--- config.mk ---
export PLATFORM = sky130hd
export DESIGN_NAME = rx_symbol_framer
export DESIGN_NICKNAME = d
export VERILOG_FILES = /design/src/rtl/rx_symbol_framer.sv
export SDC_FILE = /design/constraint.sdc
export NUM_CORES = 1
export LEC_CHECK = 0
export BUFFER_PORTS_ARGS = -buffer_cell sky130_fd_sc_hd__buf_2
export CAP_MARGIN = 10
export CORE_MARGIN = 1.5
export CORE_UTILIZATION = 40
export CTS_CLUSTER_DIAMETER = 80
export CTS_CLUSTER_SIZE = 25
export DETAILED_ROUTE_END_ITERATION = 6
export GPL_ROUTABILITY_DRIVEN = 0
export SLEW_MARGIN = 10
export SYNTH_ARGS = -nofsm -noshare
export SYNTH_HDL_FRONTEND = slang
export SYNTH_SLANG_ARGS = --single-unit
--- constraint.sdc ---
create_clock -name clk -period 3.08 [get_ports clk]
set_input_delay 0.154 -clock clk [delete_from_list [all_inputs] [get_ports clk]]
set_output_delay 0.154 -clock clk [all_outputs]
set_load 0.005 [all_outputs]
--- src/rtl/rx_symbol_framer.sv ---
// RMII/MII receive framer: preamble/SFD hunt, LSB-first byte assembly, SOF/EOF/length/error reporting.
// Optional FCS checking is built when RX_CRC_CHECK_EN is defined; otherwise crc_err_o is tied to 0.
module rx_symbol_framer #(
  parameter int unsigned SYM_W     = 2,
  parameter int unsigned MAX_BYTES = 1522,
  parameter int unsigned LEN_W     = 11
) (
  input  logic             clk,
  input  logic             rst_n,
  input  logic [SYM_W-1:0] rx_d,
  input  logic             crs_dv,
  input  logic             rx_er,
  output logic [7:0]       data_o,
  output logic             valid_o,
  output logic             sof_o,
  output logic             eof_o,
  output logic [LEN_W-1:0] len_o,
  output logic             err_o,
  output logic             crc_err_o
);

  localparam int unsigned SPB  = 8 / SYM_W;
  localparam int unsigned PH_W = 2;
  localparam logic [7:0]  SFD  = 8'hD5;

  generate
    if (SYM_W != 2 && SYM_W != 4) begin : g_bad_sym_w
      $error("rx_symbol_framer: SYM_W must be 2 or 4");
    end
    if ((MAX_BYTES >> LEN_W) != 0) begin : g_bad_len_w
      $error("rx_symbol_framer: LEN_W too narrow for MAX_BYTES");
    end
  endgenerate

  typedef enum logic [1:0] {IDLE, PREAMBLE, DATA, DROP} state_t;

  state_t           state;
  logic [7:0]       sr;
  logic [7:0]       next_sr;
  logic [PH_W-1:0]  phase;
  logic [LEN_W-1:0] count;
  logic             sticky;
  logic             first;
  logic             crc_bad;

  // Newest symbol enters at the top so the byte ends up LSB-first.
  assign next_sr = {rx_d, sr[7:SYM_W]};

`ifdef RX_CRC_CHECK_EN
  logic [31:0] crc;

  function automatic logic [31:0] crc_next(input logic [31:0] c, input logic [7:0] d);
    logic [31:0] r;
    r = c ^ {24'h0, d};
    for (int i = 0; i < 8; i++) begin
      r = r[0] ? ((r >> 1) ^ 32'hEDB88320) : (r >> 1);
    end
    return r;
  endfunction

  // Running the FCS through the register leaves a fixed residue on a good frame.
  assign crc_bad = (crc != 32'hDEBB20E3);

  always_ff @(posedge clk) begin
    if (!rst_n) begin
      crc <= 32'hFFFFFFFF;
    end else if (state == PREAMBLE && crs_dv && !rx_er && next_sr == SFD) begin
      crc <= 32'hFFFFFFFF;
    end else if (state == DATA && crs_dv && phase == PH_W'(SPB - 1) &&
                 count < LEN_W'(MAX_BYTES)) begin
      crc <= crc_next(crc, next_sr);
    end
  end
`else
  assign crc_bad = 1'b0;
`endif

  always_ff @(posedge clk) begin
    if (!rst_n) begin
      state     <= IDLE;
      sr        <= 8'h00;
      phase     <= '0;
      count     <= '0;
      sticky    <= 1'b0;
      first     <= 1'b0;
      data_o    <= 8'h00;
      valid_o   <= 1'b0;
      sof_o     <= 1'b0;
      eof_o     <= 1'b0;
      len_o     <= '0;
      err_o     <= 1'b0;
      crc_err_o <= 1'b0;
    end else begin
      valid_o <= 1'b0;
      sof_o   <= 1'b0;
      eof_o   <= 1'b0;
      if (crs_dv) sr <= next_sr;
      case (state)
        IDLE: begin
          if (crs_dv) state <= PREAMBLE;
        end
        PREAMBLE: begin
          if (!crs_dv) begin
            state <= IDLE;
          end else if (rx_er) begin
            state <= DROP;
          end else if (next_sr == SFD) begin
            state  <= DATA;
            phase  <= '0;
            count  <= '0;
            sticky <= 1'b0;
            first  <= 1'b1;
          end
        end
        DATA: begin
          if (!crs_dv) begin
            state     <= IDLE;
            eof_o     <= 1'b1;
            len_o     <= count;
            err_o     <= sticky | (phase != '0) | crc_bad;
            crc_err_o <= crc_bad;
          end else begin
            if (rx_er) sticky <= 1'b1;
            if (phase == PH_W'(SPB - 1)) begin
              phase <= '0;
              // Bytes beyond the length limit are dropped but flag the frame.
              if (count < LEN_W'(MAX_BYTES)) begin
                valid_o <= 1'b1;
                data_o  <= next_sr;
                sof_o   <= first;
                first   <= 1'b0;
                count   <= count + LEN_W'(1);
              end else begin
                sticky <= 1'b1;
              end
            end else begin
              phase <= phase + PH_W'(1);
            end
          end
        end
        DROP: begin
          if (!crs_dv) state <= IDLE;
        end
        default: state <= IDLE;
      endcase
    end
  end

endmodule

# ---- After elaboration in Yosys (flattened, before gate mapping)
# Index checks and enable logic that the tools add are counted.
dict set report word_totals {
  reg_bits 48
  wordCells 79
}
dict set report classes {
  eq_ne 14
  reduce_logical 12
  addsub 2
  n_lt_le_gt_ge 1
  muxes 36
  n_bitwise 2
}
# operator n
set ops {}
lappend ops {{2-to-1 mux 11 bit} 6}
lappend ops {{case mux 11 bit (2 select lines)} 1}
lappend ops {{2-to-1 mux 2 bit} 10}
lappend ops {{inequality test 2 bit (second input constant)} 8}
lappend ops {{2-to-1 mux 1 bit} 15}
lappend ops {{adder 11 x 1 -> 11 bit (second input constant)} 1}
lappend ops {{less-than comparator 11 bit (second input constant)} 1}
lappend ops {{AND reduction 5 bit} 2}
lappend ops {{equality test 8 bit (second input constant)} 1}
lappend ops {{AND reduction 4 bit} 2}
lappend ops {{AND reduction 7 bit} 1}
lappend ops {{equality test 2 bit (second input constant)} 3}
lappend ops {{case mux 2 bit (3 select lines)} 1}
lappend ops {{inequality test 4 bit (second input constant)} 1}
lappend ops {{case mux 1 bit (2 select lines)} 2}
lappend ops {{case mux 2 bit (2 select lines)} 1}
lappend ops {{AND reduction 2 bit} 2}
lappend ops {{nonzero test 2 bit} 2}
lappend ops {{AND reduction 3 bit} 1}
lappend ops {{adder 2 x 1 -> 2 bit (second input constant)} 1}
lappend ops {{equality test 2 x 1 -> 1 bit (second input constant)} 1}
lappend ops {{zero test 2 bit} 1}
lappend ops {{OR reduction 2 bit} 1}
lappend ops {{inverter 1 bit} 1}
lappend ops {{bitwise OR 1 bit} 1}

# ---- Logic depth before layout (Yosys ltp)
# Gate-level depths: netlist (run 1).
dict set report depth {
  ltp_word 5
  ltp_mapped 7
  depth_no_buf 6
}

# ---- Worst setup path before layout (run 1)
# Ideal clock, no wire load.
dict set report synth_timing {
  path_kind {reg-to-reg}
  startpoint {reg count[1]}
  endpoint {reg count[10]}
  path_stages_with_launch 6
  period_less_slack_ns 1.508
  path_buffers 0
  arrival_time_ns 1.391
  slack_ns 1.572
  required_ns 2.963
  cell_sequence {dfxtp_1 -> o41ai_4 -> and2_4 -> nor3_2 -> a41o_1 -> a22o_1}
}
dict set report synth_via {
  elab_chain_cells 5
  word_cells_on_any_way 8
}
# element line_no
set synth_rtl {}
lappend synth_rtl {{start, declared} 41} ;# logic [LEN_W-1:0] count;
lappend synth_rtl {{start signal, assigned} 132} ;# count <= count + LEN_W'(1);
lappend synth_rtl {{adder 11 x 1 -> 11 bit} 132}
lappend synth_rtl {{2-to-1 mux 11 bit} 127} ;# if (count < LEN_W'(MAX_BYTES)) begin
lappend synth_rtl {{2-to-1 mux 11 bit} 124} ;# if (phase == PH_W'(SPB - 1)) begin
lappend synth_rtl {{2-to-1 mux 11 bit} 116} ;# if (!crs_dv) begin
lappend synth_rtl {{case mux 11 bit (2 select lines)} 98} ;# case (state)
# Parallel ways exist; a longest one is shown, timed or not. The select of a mux whose other input is x is not followed.
# A chain may end at the register's enable or synchronous reset.

# ---- Worst setup path in the final report (run 1)
dict set report layout_timing {
  startpoint {reg phase[0]}
  endpoint {reg data_o[4]}
}
dict set report layout_via {
  elab_chain_cells 2
}
# element line_no
set layout_rtl {}
lappend layout_rtl {{start, declared} 40} ;# logic [PH_W-1:0] phase;
lappend layout_rtl {{start signal, assigned} 137} ;# phase <= phase + PH_W'(1);
lappend layout_rtl {{equality test 2 bit} 124}
lappend layout_rtl {{AND reduction 4 bit (no line)} -}
lappend layout_rtl {{end signal, assigned} 129} ;# data_o <= next_sr;
lappend layout_rtl {{end, declared} 13} ;# output logic [7:0] data_o,
# No other way between the ends.

==> results of run 1 <==
## state kept, by name, summed over array words and instances (netlist names)
name / count
valid_o: 1
first: 1
sof_o: 1
state: 2
err_o: 1
sr: 6
sticky: 1
eof_o: 1
len_o: 11
data_o: 8
phase: 2
count: 11
## cell families (layout without fill, tap and decap cells)
| logic type | count (synthesis) | after routing | synth area share [%] |
|---|---|---|---|
| flip-flops | 46 | 46 | 43.4 |
| AO/OA/AOI/OAI | 39 | 39 | 15.3 |
| multiplexers | 26 | 26 | 12.3 |
| buffers and inverters | 13 | 39 | 3.95 |
| adder cells (fa/ha/maj) | 3 | 3 | 1.77 |
| other | 1 | 1 | 0.177 |
| AND/OR/NAND/NOR | 79 | 79 | 23.0 |
## stage by stage
stage / utilization, % / hold WS (ns) / area [um2]
finish: 46.4 / 0.143 / 2370
global route: 46.4 / 0.144 / 2370
CTS: 46.4 / 0.135 / 2370
detailed placement: 44.5 / 0.444 / 2270
global placement: 44.5 / 0.442 / 2270
floorplan: - / 0.320 / 2120
## synth_stat cells, types with 2 or more instances
master     instances  area [um2]
a211oi_1           2        15.0
a21oi_1            9        45.0
and2_1             2        12.5
buf_4              4        30.0
clkbuf_1           3        11.3
dfxtp_1           46         921
ha_1               3        37.5
inv_1              3        11.3
mux2i_1           25         250
nand2_1            3        11.3
nand2_2            2        12.5
nand3_1            6        30.0
nand4bb_1          2        22.5
nor2_1            17        63.8
nor2b_1           28         175
nor3_1             3        15.0
nor3_2             2        20.0
nor3b_1            2        15.0
o211a_1            2        20.0
o21a_1             2        15.0
o21ai_0            6        30.0
o31a_1             2        17.5
## critical path: cells and delay by family (launching register included)
family | cells | cell delay, ns
AO/OA/AOI/OAI | 2 | 0.62
adder cells (fa/ha/maj) | 1 | 0.27
flip-flops | 1 | 0.34
AND/OR/NAND/NOR | 2 | 0.23
multiplexers | 1 | 0.24
## metal layers
layer	routed length (um)	track usage, %	vias to the layer above
li1	-	-	783
met1	2130	22.4	691
met2	1650	21.4	32
met3	140	3.57	7
met4	63	5.95	0
met5	0	0	-
## power groups by stage
stage	Sequential (mW)	Clock, mW	Combinational [mW]
2_1_floorplan	0.617	0	0.0353
3_3_place_gp	0.618	0	0.0427
3_5_place_dp	0.618	0	0.0430
4_1_cts	0.604	0.397	0.0432
5_1_grt	0.605	0.415	0.0464
6_report	0.604	0.380	0.0425
## cell type report
class	instances	area, um2	area share, %
clock buffers	6	82.6	3.48
clock inverters	2	12.5	0.528
inverters	3	11.3	0.475
multi-input cells	148	1110	47.0
flip-flops and latches	46	921	38.9
well taps	70	87.6	3.70
repair buffers	28	140	5.91
## final timing paths
kind             from   endpoint  slack (ns)
max          phase[0]  data_o[4]        1.27
max reg2reg  phase[0]  data_o[4]        1.27
min reg2reg    sticky     sticky        0.46
min           rx_d[1]  data_o[7]        0.14
==> flow_summary.json, run 1 <==
{
  "drtIter0Drc": 54,
  "postCtsHoldBufs": 0,
  "maxCapViolations": 0,
  "fin_skew_ns": 0.00587,
  "syn_area_um2": 2120,
  "cts_buffer_depth": 2,
  "synthFlopType": "dfxtp_1",
  "whs_path_depth": 3,
  "powerDensity_nw_per_um2": 433,
  "ant_nets": 0,
  "synth_warnings": 0,
  "fin_ws_ns": 1.27,
  "fmax_ghz": 0.553,
  "cts.htree.levels": 2,
  "crit_chain": "ha_1 -> nor2b_1 -> o21ai_1 -> a21o_1 -> mux2i_1 -> nor2b_1",
  "cp-end-kind": "register",
  "post-place-ws_ns": 1.29,
  "hp-class": "input port to register",
  "synth_cell_types": 55,
  "drive_above_1_share_pct": 22.7,
  "combPwrFrac_pct": 4.1,
  "worst_slew_pin_slew_ns": 0.809,
  "area_delta_synth_final_pct": 11.8,
  "crit_required_ns": 3.27,
  "clockPowerShare_pct": 37.0,
  "syn_area_per_cell_um2": 10.2,
  "power.total_mw": 1.03,
  "crit_type": "register to register",
  "critPathMostFrequentCell": "nor2b_1",
  "num_io_pins": 30,
  "cts_tree": "done",
  "grt_usage_pct": 15.2,
  "p_leak_nw": 0.962,
  "routedWlPerCell_um": 13.2,
  "finalCriticalPeriod_ns": 1.81,
  "cts_buffers": 5,
  "drc_errors": 0,
  "die_area_um2": 5740,
  "layout_worst_path_cycle_share_pct": 58.7,
  "grt_max_degree": 38,
  "rows": 26,
  "cts_setup_buffers": 0,
  "vias": 1513,
  "synth_edf_count": 0,
  "stdcell_count": 303,
  "crit_path_max_incr_delay_ns": 0.49,
  "outcome": "complete, no violations",
  "async_flop_share_pct": 0,
  "clock_sinks": 46,
  "core_um2": 5110,
  "seq_power_share_pct": 58.8,
  "post_cts_resize_count": 0,
  "syn_inst": 207,
  "final_cell_mix": "dfxtp_1, nor2b_1, buf_2",
  "reg2reg_depth": 6,
  "peakVddDrop_mv": 0.259,
  "die_w_um": 75.8,
  "die_height_um": 75.8,
  "drv_slew": 0,
  "routed_wl_mm": 3.99,
  "path_max_fanout": 9,
  "yosysSeqAreaShare_pct": 43.4,
  "port_buffers": 28,
  "cp-start-kind": "register",
  "hold_viol": 0,
  "switching_share_pct": 22.3,
  "clk_latency_ns": 0.30,
  "vias_per_cell": 4.99,
  "p_sw_mw": 0.229,
  "intPower_mw": 0.798,
  "cts-root-buf": "clkbuf_8",
  "arrival_ns": 2.00,
  "rsz0062_at_grt": "no",
  "slowest_stage": "a21o_1",
  "slew_headroom_pct": 45.9,
  "place_hpwl_mm": 2.75,
  "setup_viol": 0,
  "fill_cells": 493,
  "initial_core_util_pct": 41.5,
  "dr.pass1.iters": 4,
  "fin_setup_tns_ns": 0,
  "synth_seq_cells": 46,
  "antennaDiodeCount": 0,
  "synth_fp_nets": 216,
  "grt_pass1_wl_mm": 6.56,
  "fin_nets": 241,
  "final_common_cell": "dfxtp_1",
  "grt_pass1_vias": 1328,
  "place_inst": 295,
  "grt.overflow.total": 0,
  "antenna_found_initial": 0,
  "clk_pin_slew_ns": 0.08
}
Note: power is estimated with default switching activity, not from simulation.
==> run 2: changes to the inputs <==
Clock period 3.08 ns to 1.48 ns, I/O delays scaled along.
==> run 2 against run 1 <==
The run now ends with setup timing left. Via count is 13% higher. Register-to-register slack got worse by 1.4 ns. Die area is the same. Fmax rose by 14%. Design area increased by 26%. Count of clock-buffer cells in the layout down 1. Worst setup slack got worse by 1.4 ns. Non-clock buffer count increased by 47. First-iteration DRC count increased by 22%. Sequential share of layout area fell by 7.5 points. Sequential cell count unchanged. Critical endpoint is now count[5]. Largest cell class unchanged.
==> flow_summary.json, run 2 (synthesis results as in run 1) <==
{
  "fin_skew_ns": 0.0121,
  "cts-root-buf": "clkbuf_8",
  "die_w_um": 75.8,
  "layout_worst_path_cycle_share_pct": 107,
  "drv_slew": 0,
  "p_leak_nw": 1.24,
  "path_delay_family": "compound AO/OA/AOI/OAI gates",
  "drtIter0Drc": 66,
  "finalCriticalPeriod_ns": 1.59,
  "antennaDiodeCount": 0,
  "seq_power_share_pct": 53.8,
  "place_inst": 338,
  "crit_path_max_incr_delay_ns": 0.42,
  "drive_above_1_share_pct": 47.1,
  "fin_ws_ns": -0.109,
  "core_um2": 5110,
  "postCtsHoldBufs": 0,
  "powerDensity_nw_per_um2": 784,
  "grt_pass1_vias": 1582,
  "routedWlPerCell_um": 14.2,
  "reg2reg_depth": 7,
  "ant_nets": 0,
  "port_buffers": 28,
  "rsz0062_at_grt": "yes",
  "routed_wl_mm": 4.98,
  "power.total_mw": 2.33,
  "path_max_fanout": 5,
  "cts_buffer_depth": 2,
  "rows": 26,
  "grt_max_degree": 23,
  "drc_errors": 0,
  "stdcell_count": 350,
  "multiInputGateArea_um2": 1300,
  "switching_share_pct": 21.9,
  "whs_endpoint": "sr[6]",
  "cp-end-kind": "register",
  "grt_usage_pct": 18.2,
  "fin_nets": 288,
  "cts.htree.levels": 2,
  "vias": 1716,
  "fin_setup_tns_ns": -1.24,
  "fmax_ghz": 0.629,
  "combPwrFrac_pct": 6.5,
  "grt_pass1_wl_mm": 7.88,
  "crit_type": "register to register",
  "min_from": "rx_d[0]",
  "dr.pass1.iters": 5,
  "fill_cells": 460,
  "num_io_pins": 30,
  "antenna_found_initial": 0,
  "initial_core_util_pct": 41.5,
  "clockPowerShare_pct": 39.7,
  "final_cell_mix": "dfxtp_1, buf_4, buf_2",
  "dpl_cell_area_um2": 2610,
  "peakVddDrop_mv": 0.596,
  "cp-start-kind": "register",
  "maxCapViolations": 0,
  "reg2reg_slack_ns": -0.11,
  "area_delta_synth_final_pct": 40.4,
  "violations": "setup timing",
  "crit_chain": "ha_4 -> buf_6 -> and2_4 -> o31ai_4 -> buf_12 -> nor2_4 -> nor2_1",
  "place_hpwl_mm": 3.47,
  "whs_path_depth": 3,
  "cp_num_buf_inv": 2,
  "die_height_um": 75.8,
  "arrival_ns": 1.82,
  "hold_viol": 0,
  "grt.overflow.total": 0,
  "reg2reg_from": "phase[1]",
  "setup_viol": 20,
  "intPower_mw": 1.82,
  "final_cell_area_um2": 2980,
  "reg.largest.list": "count x11, len_o x11, data_o x8",
  "clk_pin_slew_ns": 0.09,
  "die_area_um2": 5740,
  "worst_r2r_endpoint": "count[5]",
  "p_sw_mw": 0.510,
  "cts_buffers": 5,
  "register_area_um2": 933,
  "outcome": "finished with violations",
  "crit_required_ns": 1.71,
  "vias_per_cell": 4.90,
  "cts_tree": "done",
  "hp-class": "input port to register",
  "clk_latency_ns": 0.30,
  "slowest_stage": "o31ai_4",
  "clock_sinks": 46
}
## run 2: cell types whose count changed in the layout (fill, tap and decap cells not counted), sizes merged
cell      before  now
clkbuf         6    5
bufinv         0    1
clkinv         1    2
clkinvlp       1    0
buf           28   75
## run 2: layout make-up
cell class,instances,share of cell area (%)
Clock buffer,5,2.31
Clock inverter,3,1.35
Inverter,3,0.463
Multi-Input combinational cell,148,43.6
Sequential cell,46,31.4
Tap cell,70,2.94
Timing Repair Buffer,75,18.0
## run 2: worst reg2reg max path, stage by stage, from the launching register on
cell     delay [ns]
dfxtp_2        0.35
ha_4           0.17
buf_6          0.11
and2_4         0.16
o31ai_4        0.42
buf_12         0.18
nor2_4         0.03
nor2_1         0.10
## run 2: power groups by stage
stage | Combinational [mW] | Clock [mW] | Sequential, mW
2_1_floorplan | 0.0734 | 0 | 1.28
3_3_place_gp | 0.131 | 0 | 1.28
3_5_place_dp | 0.131 | 0 | 1.28
4_1_cts | 0.137 | 0.953 | 1.25
5_1_grt | 0.163 | 1.01 | 1.26
6_report | 0.152 | 0.926 | 1.25
## run 2: how the worst max path moves through the flow
stage | from | end | slack [ns] | depth (start not counted)
final | phase[1] | count[5] | -0.11 | 7
after global placement | phase[0] | data_o[4] | -0.16 | 6
after detailed placement | phase[1] | data_o[6] | -0.21 | 6
after CTS | sr[7] | first | -0.08 | 5
after floorplan | count[9] | count[10] | -0.02 | 5
after global routing | count[2] | data_o[2] | -0.17 | 5
## run 2: metrics by stage
| step | hold slack (ns) | utilization, % | worst slack, ns |
|---|---|---|---|
| global route | 0.0725 | 58.3 | -0.168 |
| floorplan | 0.240 | - | -0.0181 |
| finish | 0.0652 | 58.3 | -0.109 |
| global placement | 0.376 | 51.2 | -0.156 |
| detailed placement | 0.381 | 51.2 | -0.207 |
| CTS | 0.0578 | 54.9 | -0.0787 |
## run 2: timing repair
| action | 4_1_cts | 5_1_grt |
|---|---|---|
| endpoints found under the setup margin | 20 | 35 |
| buffers inserted | 0 | 4 |
| pin swaps | 10 | 24 |
| gates resized for setup | 16 | 38 |
## run 2: per-layer routing
| metal | GRT usage (%) | routed length, um | vias up |
|---|---|---|---|
| met5 | 0 | 0 | - |
| met4 | 4.76 | 14 | 0 |
| met3 | 3.57 | 152 | 2 |
| met2 | 25.9 | 2220 | 27 |
| met1 | 27.8 | 2590 | 807 |
| li1 | - | - | 880 |
